==> config.mk <==
export PLATFORM = sky130hd
export DESIGN_NAME = multicycle_ctrl_unit
export DESIGN_NICKNAME = d
export VERILOG_FILES = /design/src/rtl/multicycle_ctrl_unit.sv
export SDC_FILE = /design/constraint.sdc
export NUM_CORES = 1
export LEC_CHECK = 0
export BUFFER_PORTS_ARGS = -buffer_cell sky130_fd_sc_hd__buf_2
export CORE_MARGIN = 1.5
export CORE_UTILIZATION = 45
export DETAILED_ROUTE_END_ITERATION = 7
export MAX_ROUTING_LAYER = met4
export PLACE_DENSITY = 0.69
export SYNTH_ARGS = -nofsm -noshare
export SYNTH_HDL_FRONTEND = slang
export SYNTH_SLANG_ARGS = --single-unit
==> constraint.sdc <==
create_clock -name clk -period 1.8 [get_ports clk]
set_input_delay 0.36 -clock clk [delete_from_list [all_inputs] [get_ports clk]]
set_output_delay 0.36 -clock clk [all_outputs]
set_load 0.01 [all_outputs]
==> src/rtl/multicycle_ctrl_unit.sv <==
// Multi-cycle sequencer for the 16-bit RISC datapath.
// Steps each instruction through FETCH/DECODE/EXEC/MEM/WB. It drives the datapath strobes
// and provides run/stop control, memory wait states, an error halt and a retired counter.
// Optional feature: define SINGLE_STEP_EN to add a 'step' input. A step pulse in IDLE runs
// exactly one instruction and then returns to IDLE.
// dbg_state exposes the FSM state for checkers.
//
// Memory handshake: mem_rd/mem_wr act as the request (valid) and are held every cycle in MEM.
// A transfer completes on the first cycle in which mem_ready (ready) is sampled high with the
// request asserted. The request drops on the following edge.
module multicycle_ctrl_unit #(
  parameter int CNT_WIDTH   = 16,
  parameter int MEM_TIMEOUT = 15
) (
  input  logic                 clk,
  input  logic                 rst_n,
  input  logic                 start,
  input  logic                 stop,
`ifdef SINGLE_STEP_EN
  input  logic                 step,
`endif
  input  logic [3:0]           opcode,
  input  logic                 mem_ready,
  output logic                 ir_en,
  output logic                 pc_en,
  output logic                 mem_rd,
  output logic                 mem_wr,
  output logic                 jump,
  output logic                 beq,
  output logic                 bne,
  output logic                 alu_src,
  output logic                 reg_dest,
  output logic                 mem_to_reg,
  output logic                 reg_wr,
  output logic [1:0]           alu_op,
  output logic                 busy,
  output logic                 illegal,
  output logic                 timeout,
  output logic [CNT_WIDTH-1:0] retired,
  output logic [2:0]           dbg_state
);

  localparam int WW = (MEM_TIMEOUT < 2) ? 1 : $clog2(MEM_TIMEOUT + 1);

  typedef enum logic [2:0] {
    S_IDLE, S_FETCH, S_DECODE, S_EXEC, S_MEM, S_WB, S_HALT
  } state_t;

  typedef enum logic [2:0] {
    C_RTYPE, C_LW, C_SW, C_BEQ, C_BNE, C_JMP, C_ILL
  } cls_t;

  state_t               r_state;
  cls_t                 r_cls;
  logic [WW-1:0]        r_wait;
  logic                 r_stop;
  logic                 r_step_mode;
  logic                 r_ir_en, r_pc_en, r_mem_rd, r_mem_wr, r_jump, r_beq, r_bne;
  logic                 r_alu_src, r_reg_dest, r_mem_to_reg, r_reg_wr;
  logic [1:0]           r_alu_op;
  logic                 r_illegal, r_timeout;
  logic [CNT_WIDTH-1:0] r_retired;

  cls_t                 w_cls;
  logic                 w_step;
  logic                 w_busy;
  logic                 w_pc_en;
  logic                 w_stop_eff;
  logic                 w_end_idle;

`ifdef SINGLE_STEP_EN
  assign w_step = step;
`else
  assign w_step = 1'b0;
`endif

  // Opcode classification used at DECODE.
  always_comb begin
    w_cls = C_ILL;
    case (opcode)
      4'b0000:                                   w_cls = C_LW;
      4'b0001:                                   w_cls = C_SW;
      4'b0010, 4'b0011, 4'b0100, 4'b0101,
      4'b0110, 4'b0111, 4'b1000, 4'b1001:        w_cls = C_RTYPE;
      4'b1011:                                   w_cls = C_BEQ;
      4'b1100:                                   w_cls = C_BNE;
      4'b1101:                                   w_cls = C_JMP;
      default:                                   w_cls = C_ILL;
    endcase
  end

  assign w_busy     = (r_state != S_IDLE) && (r_state != S_HALT);
  // A store retires in the same cycle its write completes, so its pc_en follows mem_ready directly.
  assign w_pc_en    = r_pc_en | ((r_state == S_MEM) && (r_cls == C_SW) && mem_ready);
  assign w_stop_eff = r_stop | stop;
  assign w_end_idle = w_stop_eff | r_step_mode;

  // Sequencer: state, registered strobes, decoded controls, sticky flags, stop latch, counter.
  always_ff @(posedge clk or negedge rst_n) begin
    if (!rst_n) begin
      r_state      <= S_IDLE;
      r_cls        <= C_RTYPE;
      r_wait       <= '0;
      r_stop       <= 1'b0;
      r_step_mode  <= 1'b0;
      r_ir_en      <= 1'b0;
      r_pc_en      <= 1'b0;
      r_mem_rd     <= 1'b0;
      r_mem_wr     <= 1'b0;
      r_jump       <= 1'b0;
      r_beq        <= 1'b0;
      r_bne        <= 1'b0;
      r_alu_src    <= 1'b0;
      r_reg_dest   <= 1'b0;
      r_mem_to_reg <= 1'b0;
      r_reg_wr     <= 1'b0;
      r_alu_op     <= 2'b00;
      r_illegal    <= 1'b0;
      r_timeout    <= 1'b0;
      r_retired    <= '0;
    end else begin
      // Single-cycle strobes default low; mem_rd/mem_wr are managed explicitly.
      r_ir_en  <= 1'b0;
      r_pc_en  <= 1'b0;
      r_reg_wr <= 1'b0;
      r_jump   <= 1'b0;
      r_beq    <= 1'b0;
      r_bne    <= 1'b0;

      if (w_pc_en) begin
        r_stop <= 1'b0;
      end else if (w_busy && stop) begin
        r_stop <= 1'b1;
      end

      if (w_pc_en && (r_retired != {CNT_WIDTH{1'b1}})) begin
        r_retired <= r_retired + 1'b1;
      end

      case (r_state)
        S_IDLE: begin
          if (start) begin
            r_state     <= S_FETCH;
            r_ir_en     <= 1'b1;
            r_step_mode <= 1'b0;
          end else if (w_step) begin
            r_state     <= S_FETCH;
            r_ir_en     <= 1'b1;
            r_step_mode <= 1'b1;
          end
        end
        S_FETCH: r_state <= S_DECODE;
        S_DECODE: begin
          r_cls <= w_cls;
          if (w_cls == C_ILL) begin
            r_state   <= S_HALT;
            r_illegal <= 1'b1;
          end else begin
            r_state      <= S_EXEC;
            r_alu_src    <= (w_cls == C_LW) || (w_cls == C_SW);
            r_reg_dest   <= (w_cls == C_RTYPE);
            r_mem_to_reg <= (w_cls == C_LW);
            r_alu_op     <= (w_cls == C_RTYPE) ? 2'b10 :
                            ((w_cls == C_BEQ) || (w_cls == C_BNE)) ? 2'b01 : 2'b00;
            r_beq        <= (w_cls == C_BEQ);
            r_bne        <= (w_cls == C_BNE);
            r_jump       <= (w_cls == C_JMP);
            r_pc_en      <= (w_cls == C_BEQ) || (w_cls == C_BNE) || (w_cls == C_JMP);
          end
        end
        S_EXEC: begin
          case (r_cls)
            C_RTYPE: begin
              r_state  <= S_WB;
              r_reg_wr <= 1'b1;
              r_pc_en  <= 1'b1;
            end
            C_LW: begin
              r_state  <= S_MEM;
              r_mem_rd <= 1'b1;
              r_wait   <= '0;
            end
            C_SW: begin
              r_state  <= S_MEM;
              r_mem_wr <= 1'b1;
              r_wait   <= '0;
            end
            default: begin
              // Branch/jump retire here.
              r_state      <= w_end_idle ? S_IDLE : S_FETCH;
              r_ir_en      <= !w_end_idle;
              r_alu_src    <= 1'b0;
              r_reg_dest   <= 1'b0;
              r_mem_to_reg <= 1'b0;
              r_alu_op     <= 2'b00;
              if (w_end_idle) r_step_mode <= 1'b0;
            end
          endcase
        end
        S_MEM: begin
          if (mem_ready) begin
            r_mem_rd <= 1'b0;
            r_mem_wr <= 1'b0;
            if (r_cls == C_LW) begin
              r_state  <= S_WB;
              r_reg_wr <= 1'b1;
              r_pc_en  <= 1'b1;
            end else begin
              r_state      <= w_end_idle ? S_IDLE : S_FETCH;
              r_ir_en      <= !w_end_idle;
              r_alu_src    <= 1'b0;
              r_reg_dest   <= 1'b0;
              r_mem_to_reg <= 1'b0;
              r_alu_op     <= 2'b00;
              if (w_end_idle) r_step_mode <= 1'b0;
            end
          end else if (r_wait == WW'(MEM_TIMEOUT - 1)) begin
            r_state      <= S_HALT;
            r_timeout    <= 1'b1;
            r_mem_rd     <= 1'b0;
            r_mem_wr     <= 1'b0;
            r_alu_src    <= 1'b0;
            r_reg_dest   <= 1'b0;
            r_mem_to_reg <= 1'b0;
            r_alu_op     <= 2'b00;
          end else begin
            r_wait <= r_wait + 1'b1;
          end
        end
        S_WB: begin
          r_state      <= w_end_idle ? S_IDLE : S_FETCH;
          r_ir_en      <= !w_end_idle;
          r_alu_src    <= 1'b0;
          r_reg_dest   <= 1'b0;
          r_mem_to_reg <= 1'b0;
          r_alu_op     <= 2'b00;
          if (w_end_idle) r_step_mode <= 1'b0;
        end
        S_HALT: r_state <= S_HALT;
        default: r_state <= S_IDLE;
      endcase
    end
  end

  assign ir_en      = r_ir_en;
  assign pc_en      = w_pc_en;
  assign mem_rd     = r_mem_rd;
  assign mem_wr     = r_mem_wr;
  assign jump       = r_jump;
  assign beq        = r_beq;
  assign bne        = r_bne;
  assign alu_src    = r_alu_src;
  assign reg_dest   = r_reg_dest;
  assign mem_to_reg = r_mem_to_reg;
  assign reg_wr     = r_reg_wr;
  assign alu_op     = r_alu_op;
  assign busy       = w_busy;
  assign illegal    = r_illegal;
  assign timeout    = r_timeout;
  assign retired    = r_retired;
  assign dbg_state  = r_state;

endmodule

==> results of run 1 <==
==> per-stage QoR <==
stage	setup TNS [ns]	cells	setup slack [ns]	hold slack, ns	util
after global placement	0	332	0.101	0.435	0.575
after CTS	0	345	0.00801	0.130	0.620
after floorplan	0	220	0.0742	0.0644	-
after global routing	-0.157	348	-0.0412	0.152	0.633
final	-0.00637	348	-0.00637	0.100	0.633
after detailed placement	0	332	0.0542	0.452	0.575
==> report_power, final <==
group | leakage [uW] | switching [uW] | internal, uW
combinational | 0.000794 | 971 | 945
sequential | 0.000528 | 202 | 1160
clock | 0.0000687 | 331 | 558
total | 0.00139 | 1500 | 2660
==> worst max path at each step <==
stage,cells past startpoint,start,end,slack (ns)
finish,3,dbg_state[2],busy,-0.006
global route,7,dbg_state[2],reg_dest,-0.04
CTS,4,dbg_state[2],pc_en,0.008
detailed placement,4,dbg_state[2],mem_to_reg,0.05
global placement,4,dbg_state[2],mem_to_reg,0.10
floorplan,7,r_wait[0],mem_to_reg,0.07
==> cells by family (layout without fill, tap and decap cells) <==
kind of cell,count (synthesis),after routing,synth area share
buffers and inverters,15,91,0.0332
AOI/OAI and AO/OA,49,49,0.160
xor gates and xnor gates,16,16,0.0652
and+or+nand+nor,92,92,0.226
DFF,41,41,0.478
muxes,4,4,0.0204
adders and majority gates,3,3,0.0175
==> final cells by class <==
| cell class | count | share of cell area |
|---|---|---|
| timing repair buffer | 76 | 0.168 |
| inverter | 7 | 0.00928 |
| clock inverter | 3 | 0.0243 |
| multi-input combinational | 164 | 0.388 |
| sequential | 41 | 0.363 |
| clock buffer | 5 | 0.0243 |
| tap | 52 | 0.0230 |
==> routing by layer <==
metal  part of all wire  global-route usage  routed length, microns
met5                  0                   -                       0
met4              0.013              0.0755                      63
met3              0.039              0.0375                     191
met2               0.50               0.345                    2470
met1               0.45               0.244                    2210
==> Yosys cell counts (all sizes together), types with 2 or more instances <==
master	n
a21o	4
a21oi	16
a31oi	7
and3	6
buf	6
clkbuf	2
dfrtp	41
ha	3
inv	7
mux2	3
nand2	15
nand2b	3
nand3	8
nand4	5
nor2	31
nor2b	4
nor3	10
nor4	2
o21ai	6
o22ai	2
o2bb2ai	3
o32ai	2
or3	2
xnor2	8
xor2	8
==> what timing repair did <==
item / in CTS / in global routing
buffers inserted: 5 / 3
pin swaps: 0 / 4
resized for setup: 7 / 7
endpoints found under the setup margin: 2 / 5
==> flow_summary.json, run 1 <==
{
  "dr_total_vias": 1951,
  "synth_top_area_share": 0.478,
  "gp_congestion": 0.877,
  "synth_area_sq_mm": 0.00215,
  "cts_hold_buffers": 0,
  "grt_max_degree": 42,
  "clockRootBuffer": "clkbuf_8",
  "slowest_stage": "dfrtp_2",
  "r2r_start": "dbg_state[1]",
  "design_area_sq_mm": 0.00283,
  "initial_core_util": 0.480,
  "clkLatencyLatePin_ns": 0.30,
  "overflow": 0,
  "hp-class": "in2async",
  "clkSinkCount": 41,
  "violations": "setup timing",
  "syn_avg_cell_area_sq_um": 9.77,
  "fin_crit_ns": 1.81,
  "port_buffers": 43,
  "leakagePower_uw": 0.00139,
  "largest_register_ffs": 16,
  "clk_pin_slew_ns": 0.08,
  "grtUsageTotal": 0.204,
  "path_cells": "and2b_2 -> or3_4 -> buf_6",
  "syn_inst": 220,
  "hpwl_mm": 3.45,
  "worstSetupEndpointType": "output pin",
  "antennaDiodeCount": 0,
  "area_growth_pct": 31.7,
  "layout.nets": 307,
  "viasPerCell": 5.61,
  "fp.dieW_microns": 72.1,
  "regArea_sq_mm": 0.00103,
  "numCtsBuffers": 5,
  "post_drt_wl_per_cell_microns": 14.2,
  "finalPower_uw": 4170,
  "grt_pass1_wl_mm": 8.12,
  "min_period_over_period": 1.00,
  "yosysWarnings": 0,
  "power.density_mw_per_mm2": 1470,
  "core_area_sq_mm": 0.00447,
  "reg2reg_depth": 5,
  "route.detailed.drc": 0,
  "setup_slack_ns": -0.00637,
  "crit_type": "reg2out",
  "synth_top_flop_cell": "dfrtp_1",
  "ir_drop_mv": 1.13,
  "placed_area_sq_mm": 0.00257,
  "cp.buffers_inverters": 1,
  "netlist_top_cells_area": "dfrtp_1, nor2_1, a21oi_1",
  "max-cap-violations": 0,
  "grt_pass1_vias": 1886,
  "status": "complete, but fails checks",
  "final_common_cell": "buf_2",
  "antenna_found_initial": 0,
  "worst_ep_required_time_ns": 1.44,
  "io_pins": 44,
  "final_cell_mix": "buf_2, dfrtp_1, buf_4",
  "htree_levels": 2,
  "final-setup-viol-count": 1,
  "reg2reg_slack_ns": 0.04,
  "multi_input_area_sq_mm": 0.00110,
  "ant_nets": 0,
  "ys_types": 50,
  "relSlewSlack": 0.657,
  "rows": 24,
  "synth_edf_count": 0,
  "cpPeakStageDelay_ns": 0.41,
  "fillers": 375,
  "drive_gt1_frac": 0.365,
  "tightest_slew_ns": 0.514,
  "drv_slew": 0,
  "fmax_mhz": 554,
  "finalHoldViolCount": 0,
  "cts_tree": "done",
  "yosys.area.top_type": "dfrtp_1",
  "worst_r2r_endpoint": "retired[1]",
  "fp.dieH_microns": 72.1,
  "syn_nets": 232,
  "skew_ns": 0.00664,
  "critPathLaunchType": "flip-flop",
  "wirelength_mm": 4.94,
  "clock_path_buffers": 2,
  "arrival_ns": 1.45,
  "crit_fanout": 6,
  "seq_area_frac_synth": 0.478,
  "firstDrtPassIters": 4,
  "drt-initial-drc-count": 85,
  "worst_path_dominant_cell_family": "simple AND/OR/NAND/NOR gates",
  "dieArea_sq_mm": 0.00520,
  "async_reset_ff_frac": 1.00,
  "yosys_register_bits": 41,
  "rsz0062_at_grt": "true"
}
Power figures use the tool's default switching activity.
==> inputs of run 2 (changes only) <==
CORE_ASPECT_RATIO = 0.9   (was not set)
CORE_UTILIZATION = 38   (was 45)
PLACE_DENSITY = 0.6   (was 0.69)
==> flow_summary.json, run 2 (synthesis results as in run 1) <==
{
  "status": "complete, but fails checks",
  "violations": "setup timing",
  "final_cell_mix": "buf_2, dfrtp_1, nor2_1",
  "critPathLaunchType": "flip-flop",
  "antenna_found_initial": 0,
  "fp.dieH_microns": 74.3,
  "gp_congestion": 0.818,
  "rows": 25,
  "ir_drop_mv": 0.724,
  "path_cells": "and2b_1 -> or3_4 -> buf_2",
  "tns_ns": -0.00814,
  "fin_crit_ns": 1.81,
  "power_frac_clock": 0.198,
  "grtUsageTotal": 0.191,
  "hp-class": "in2async",
  "worst_ep_required_time_ns": 1.44,
  "arrival_ns": 1.45,
  "drive_gt1_frac": 0.347,
  "grt_max_degree": 42,
  "crit_type": "reg2out",
  "reg2reg_depth": 6,
  "grt_pass1_vias": 1702,
  "skew_ns": 0.0110,
  "numCtsBuffers": 5,
  "initial_core_util": 0.402,
  "dr_total_vias": 1875,
  "overflow": 0,
  "crit_fanout": 5,
  "area_growth_pct": 30.2,
  "relSlewSlack": 0.652,
  "power.density_mw_per_mm2": 1430,
  "r2r_start": "dbg_state[0]",
  "wirelength_mm": 5.23,
  "port_buffers": 43,
  "fp.dieW_microns": 82.3,
  "leakagePower_uw": 0.00136,
  "fmax_mhz": 553,
  "cts_tree": "done",
  "setup_slack_ns": -0.00814,
  "comb_power_share": 0.453,
  "dp.cells": 342,
  "post-route-util": 0.523,
  "antennaDiodeCount": 0,
  "clk_pin_slew_ns": 0.09,
  "core_area_sq_mm": 0.00535,
  "hpwl_mm": 3.62,
  "clkSinkCount": 41,
  "firstDrtPassIters": 4,
  "path_depth": 3,
  "post_drt_wl_per_cell_microns": 14.6,
  "fin_cells": 358,
  "htree_levels": 2,
  "grt_pass1_wl_mm": 8.42,
  "drv_slew": 0,
  "cts_hold_buffers": 0,
  "tightest_slew_ns": 0.523,
  "io_pins": 44,
  "rsz0062_at_grt": "true",
  "p_int_uw": 2500,
  "cp.buffers_inverters": 1,
  "drt-initial-drc-count": 132,
  "clockRootBuffer": "clkbuf_8",
  "finalHoldViolCount": 0,
  "largest_register_ffs": 16,
  "final_common_cell": "buf_2",
  "worst_r2r_endpoint": "retired[9]",
  "swShare": 0.376,
  "max-cap-violations": 0,
  "switching_power_uw": 1510,
  "clkLatencyLatePin_ns": 0.30,
  "worst_path_dominant_cell_family": "simple AND/OR/NAND/NOR gates",
  "layout.nets": 302,
  "clock_path_buffers": 2,
  "dieArea_sq_mm": 0.00611,
  "cpPeakStageDelay_ns": 0.42,
  "min_period_over_period": 1.00,
  "reg2reg_slack_ns": 0.04,
  "final-setup-viol-count": 1,
  "pwr-share-seq": 0.349,
  "viasPerCell": 5.24,
  "route.detailed.drc": 0,
  "worstSetupEndpointType": "output pin",
  "ant_nets": 0,
  "slowest_stage": "dfrtp_1"
}
-- run 2: cell types whose count changed in the layout (fill, tap and decap cells not counted), sizes merged --
| cell | delta |
|---|---|
| bufinv | -1 |
| inv | -1 |
| buf | -5 |
| clkbuf | +1 |
| clkinvlp | +1 |
-- run 2: worst max-delay path by stage --
stage	start	to	slack, ns
detailed placement	r_wait[1]	reg_dest	0.06
floorplan	r_wait[0]	mem_to_reg	0.07
global route	dbg_state[2]	busy	-0.05
CTS	dbg_state[2]	busy	-0.002
global placement	r_wait[1]	mem_to_reg	0.13
finish	dbg_state[2]	busy	-0.008
-- run 2: per-layer routing --
metal	part of all wire	global-route usage	up-vias
met5	0	-	-
met4	0.011	0.0659	0
met3	0.053	0.0429	5
met2	0.42	0.246	49
met1	0.52	0.290	892
li1	-	-	929
-- run 2: layout make-up --
type / count / area [sq um]
tap: 67 / 83.8
sequential: 41 / 1030
timing repair buffer: 71 / 439
clock buffer: 6 / 82.6
multi-input combinational: 164 / 1100
fill: 510 / 2550
clock inverter: 2 / 37.5
inverter: 7 / 26.3
-- run 2: worst reg2reg max path: cells and delay by family, from the launching register on --
kind                      cells  cell delay (ns)
xor gates and xnor gates      1             0.16
buffers and inverters         1             0.13
and+or+nand+nor               2             0.55
DFF                           1             0.43
AOI/OAI and AO/OA             2             0.38
-- run 2: what timing repair did --
| action | 4_1_cts | 5_1_grt |
|---|---|---|
| endpoints found under the setup margin | 2 | 8 |
| buffers inserted | 6 | 2 |
| pin swaps | 1 | 5 |
| gates resized for setup | 7 | 7 |
-- run 2: power groups by stage --
stage	Sequential [uW]	Clock, uW	Combinational (uW)
3_3_place_gp	1390	0	1550
2_1_floorplan	1440	0	928
5_1_grt	1430	845	2010
3_5_place_dp	1400	0	1560
6_report	1400	795	1820
4_1_cts	1380	812	1730
-- run 2: metrics by stage --
| step | hold WS (ns) | worst slack [ns] | power [uW] | area, sq um |
|---|---|---|---|---|
| global route | 0.171 | -0.0461 | 4280 | 2800 |
| CTS | 0.134 | -0.00210 | 3920 | 2750 |
| global placement | 0.445 | 0.130 | 2940 | 2550 |
| floorplan | 0.0644 | 0.0742 | 2370 | 2150 |
| detailed placement | 0.450 | 0.0631 | 2960 | 2550 |
| finish | 0.113 | -0.00814 | 4010 | 2800 |
==> inputs of run 3 (changes only) <==
ABC_AREA = 1   (was not set)
PLACE_DENSITY = 0.59   (was 0.6)
==> flow_summary.json, run 3 <==
{
  "netlist_top_cells_area": "dfrtp_1, nand2_1, nor2_1",
  "clkSinkCount": 41,
  "area_growth_pct": 20.3,
  "pwr-share-seq": 0.394,
  "clockRootBuffer": "clkbuf_8",
  "power_frac_clock": 0.176,
  "path_cells": "nor2_4 -> nand3_4 -> o21bai_4 -> buf_2",
  "status": "finished clean",
  "drv_slew": 0,
  "gp_congestion": 0.854,
  "cts_hold_buffers": 0,
  "regArea_sq_mm": 0.00103,
  "yosys.area.top_type": "dfrtp_1",
  "leakagePower_uw": 0.00159,
  "clk_pin_slew_ns": 0.09,
  "core_area_sq_mm": 0.00611,
  "clock_path_buffers": 2,
  "post-route-util": 0.472,
  "relSlewSlack": 0.668,
  "post_drt_wl_per_cell_microns": 11.4,
  "yosys_register_bits": 41,
  "tightest_slew_ns": 0.498,
  "finalHoldViolCount": 0,
  "final_cell_mix": "nand2_1, nor2_1, buf_2",
  "worst_ep_required_time_ns": 1.44,
  "wirelength_mm": 5.39,
  "syn_nets": 339,
  "dr_total_vias": 2136,
  "cts_tree": "done",
  "multi_input_area_sq_mm": 0.00120,
  "layout.nets": 396,
  "htree_levels": 2,
  "grt_pass1_wl_mm": 9.27,
  "route.detailed.drc": 0,
  "tns_ns": 0,
  "numCtsBuffers": 5,
  "yosysMostFrequentCell": "nand2_1",
  "grt_max_degree": 22,
  "cp.buffers_inverters": 1,
  "hp-class": "in2async",
  "comb_power_share": 0.430,
  "arrival_ns": 1.39,
  "port_buffers": 43,
  "fp.dieW_microns": 86.7,
  "synth_top_flop_cell": "dfrtp_1",
  "seq_area_frac_synth": 0.428,
  "yosysWarnings": 0,
  "worstSetupEndpointType": "output pin",
  "ys_types": 32,
  "swShare": 0.420,
  "crit_fanout": 7,
  "grt_pass1_vias": 2028,
  "async_reset_ff_frac": 1.00,
  "power.density_mw_per_mm2": 1190,
  "synth_top_area_share": 0.428,
  "skew_ns": 0.0155,
  "antennaDiodeCount": 0,
  "clkLatencyLatePin_ns": 0.30,
  "synth_area_sq_mm": 0.00240,
  "ir_drop_mv": 0.517,
  "synthTopCellsByCount": "nand2_1, nor2_1, dfrtp_1",
  "final_common_cell": "nand2_1",
  "drive_gt1_frac": 0.231,
  "final-setup-viol-count": 0,
  "initial_core_util": 0.392,
  "viasPerCell": 4.53,
  "io_pins": 44,
  "fp.dieH_microns": 78.4,
  "min_period_over_period": 0.973,
  "overflow": 0,
  "slowest_stage": "dfrtp_2",
  "p_int_uw": 1990,
  "hpwl_mm": 4.19,
  "firstDrtPassIters": 4,
  "fin_crit_ns": 1.75,
  "fmax_mhz": 571,
  "critPathLaunchType": "flip-flop",
  "grtUsageTotal": 0.178,
  "largest_register_ffs": 16,
  "rows": 27,
  "syn_avg_cell_area_sq_um": 7.34,
  "synth_edf_count": 0,
  "ant_nets": 0,
  "antenna_found_initial": 0,
  "worst_path_dominant_cell_family": "flip-flops",
  "max-cap-violations": 0,
  "drt-initial-drc-count": 69,
  "switching_power_uw": 1440,
  "crit_type": "reg2out",
  "cpPeakStageDelay_ns": 0.47,
  "syn_inst": 327,
  "dieArea_sq_mm": 0.00680,
  "fillers": 616
}
==> run 3: changes by cell type in the layout (fill, tap and decap cells not counted), moves of 5 or more <==
| cell | before | now |
|---|---|---|
| nand3_1 | 7 | 20 |
| o21ai_0 | 6 | 11 |
| inv_1 | 6 | 32 |
| a21oi_1 | 15 | 6 |
| nor2_1 | 31 | 43 |
| nand2_2 | 0 | 10 |
| and3_1 | 5 | 0 |
| nand2_1 | 15 | 115 |
| buf_4 | 26 | 9 |
==> run 3: logic make-up (layout without fill, tap and decap cells) <==
family | Yosys count | in the layout | share of synthesized area
flops | 41 | 41 | 0.428
compound gates | 26 | 26 | 0.0647
simple gates | 204 | 204 | 0.366
buf+inv | 39 | 97 | 0.0746
xor+xnor | 14 | 14 | 0.0511
fa+ha+maj | 3 | 3 | 0.0157
==> run 3: path summary, 6_finish.rpt <==
kind / slack [ns] / cells after the start / to / from
max: 0.05 / 4 / pc_en / dbg_state[0]
min: 0.01 / 1 / ir_en / rst_n
max reg2reg: 0.22 / 8 / retired[9] / retired[1]
min reg2reg: 0.48 / 1 / illegal / illegal
max in group asynchronous: 1.29 / 2 / retired[12] / rst_n
min in group clk: 0.29 / 3 / ir_en / start
==> run 3: final cells by class <==
type                            instances  area share
Clock buffer                            5      0.0238
Tap cell                               87      0.0377
Inverter                               35      0.0472
Multi-Input combinational cell        247       0.417
Sequential cell                        41       0.357
Clock inverter                          3     0.00607
Timing Repair Buffer                   54       0.112
==> run 3: per-stage QoR <==
stage                     setup slack (ns)  cells  total power, uW  area (sq um)  hold WS, ns
after floorplan                      0.217    327             2310          2400       0.0644
after global placement               0.248    459             2710          2740        0.355
after detailed placement             0.155    459             2730          2740        0.363
after CTS                           0.0185    468             3370          2840       0.0320
after global routing              -0.00367    472             3700          2890       0.0554
final                               0.0494    472             3420          2890       0.0109
==> run 3: worst reg2reg max path: stages, from the launching register on <==
cell	delay (ns)
dfrtp_1	0.39
ha_1	0.27
nand3_2	0.14
nor2_2	0.16
nand3_1	0.13
nand2_4	0.16
inv_6	0.10
nand2_1	0.08
nand2_1	0.05
==> run 3: metal layers <==
metal / vias to the layer above / GRT usage / part of all wire
met4: 0 / 0.0484 / 0.0082
met3: 4 / 0.0379 / 0.029
met5: - / - / 0
met2: 37 / 0.270 / 0.43
li1: 1134 / - / -
met1: 961 / 0.243 / 0.53
==> run 3: timing repair <==
action / CTS / global route
pin swaps: 1 / 2
setup endpoints to repair: 2 / 6
resized for setup: 4 / 3
hold endpoints to repair: 0 / 0
buffers inserted: 1 / 4
==> run 3: power by group through the flow <==
| stage | clock network [uW] | logic (uW) | registers [uW] |
|---|---|---|---|
| after floorplan | 0 | 929 | 1380 |
| after detailed placement | 0 | 1370 | 1350 |
| final | 602 | 1470 | 1350 |
| after global routing | 652 | 1670 | 1380 |
| after global placement | 0 | 1360 | 1350 |
| after CTS | 625 | 1400 | 1340 |
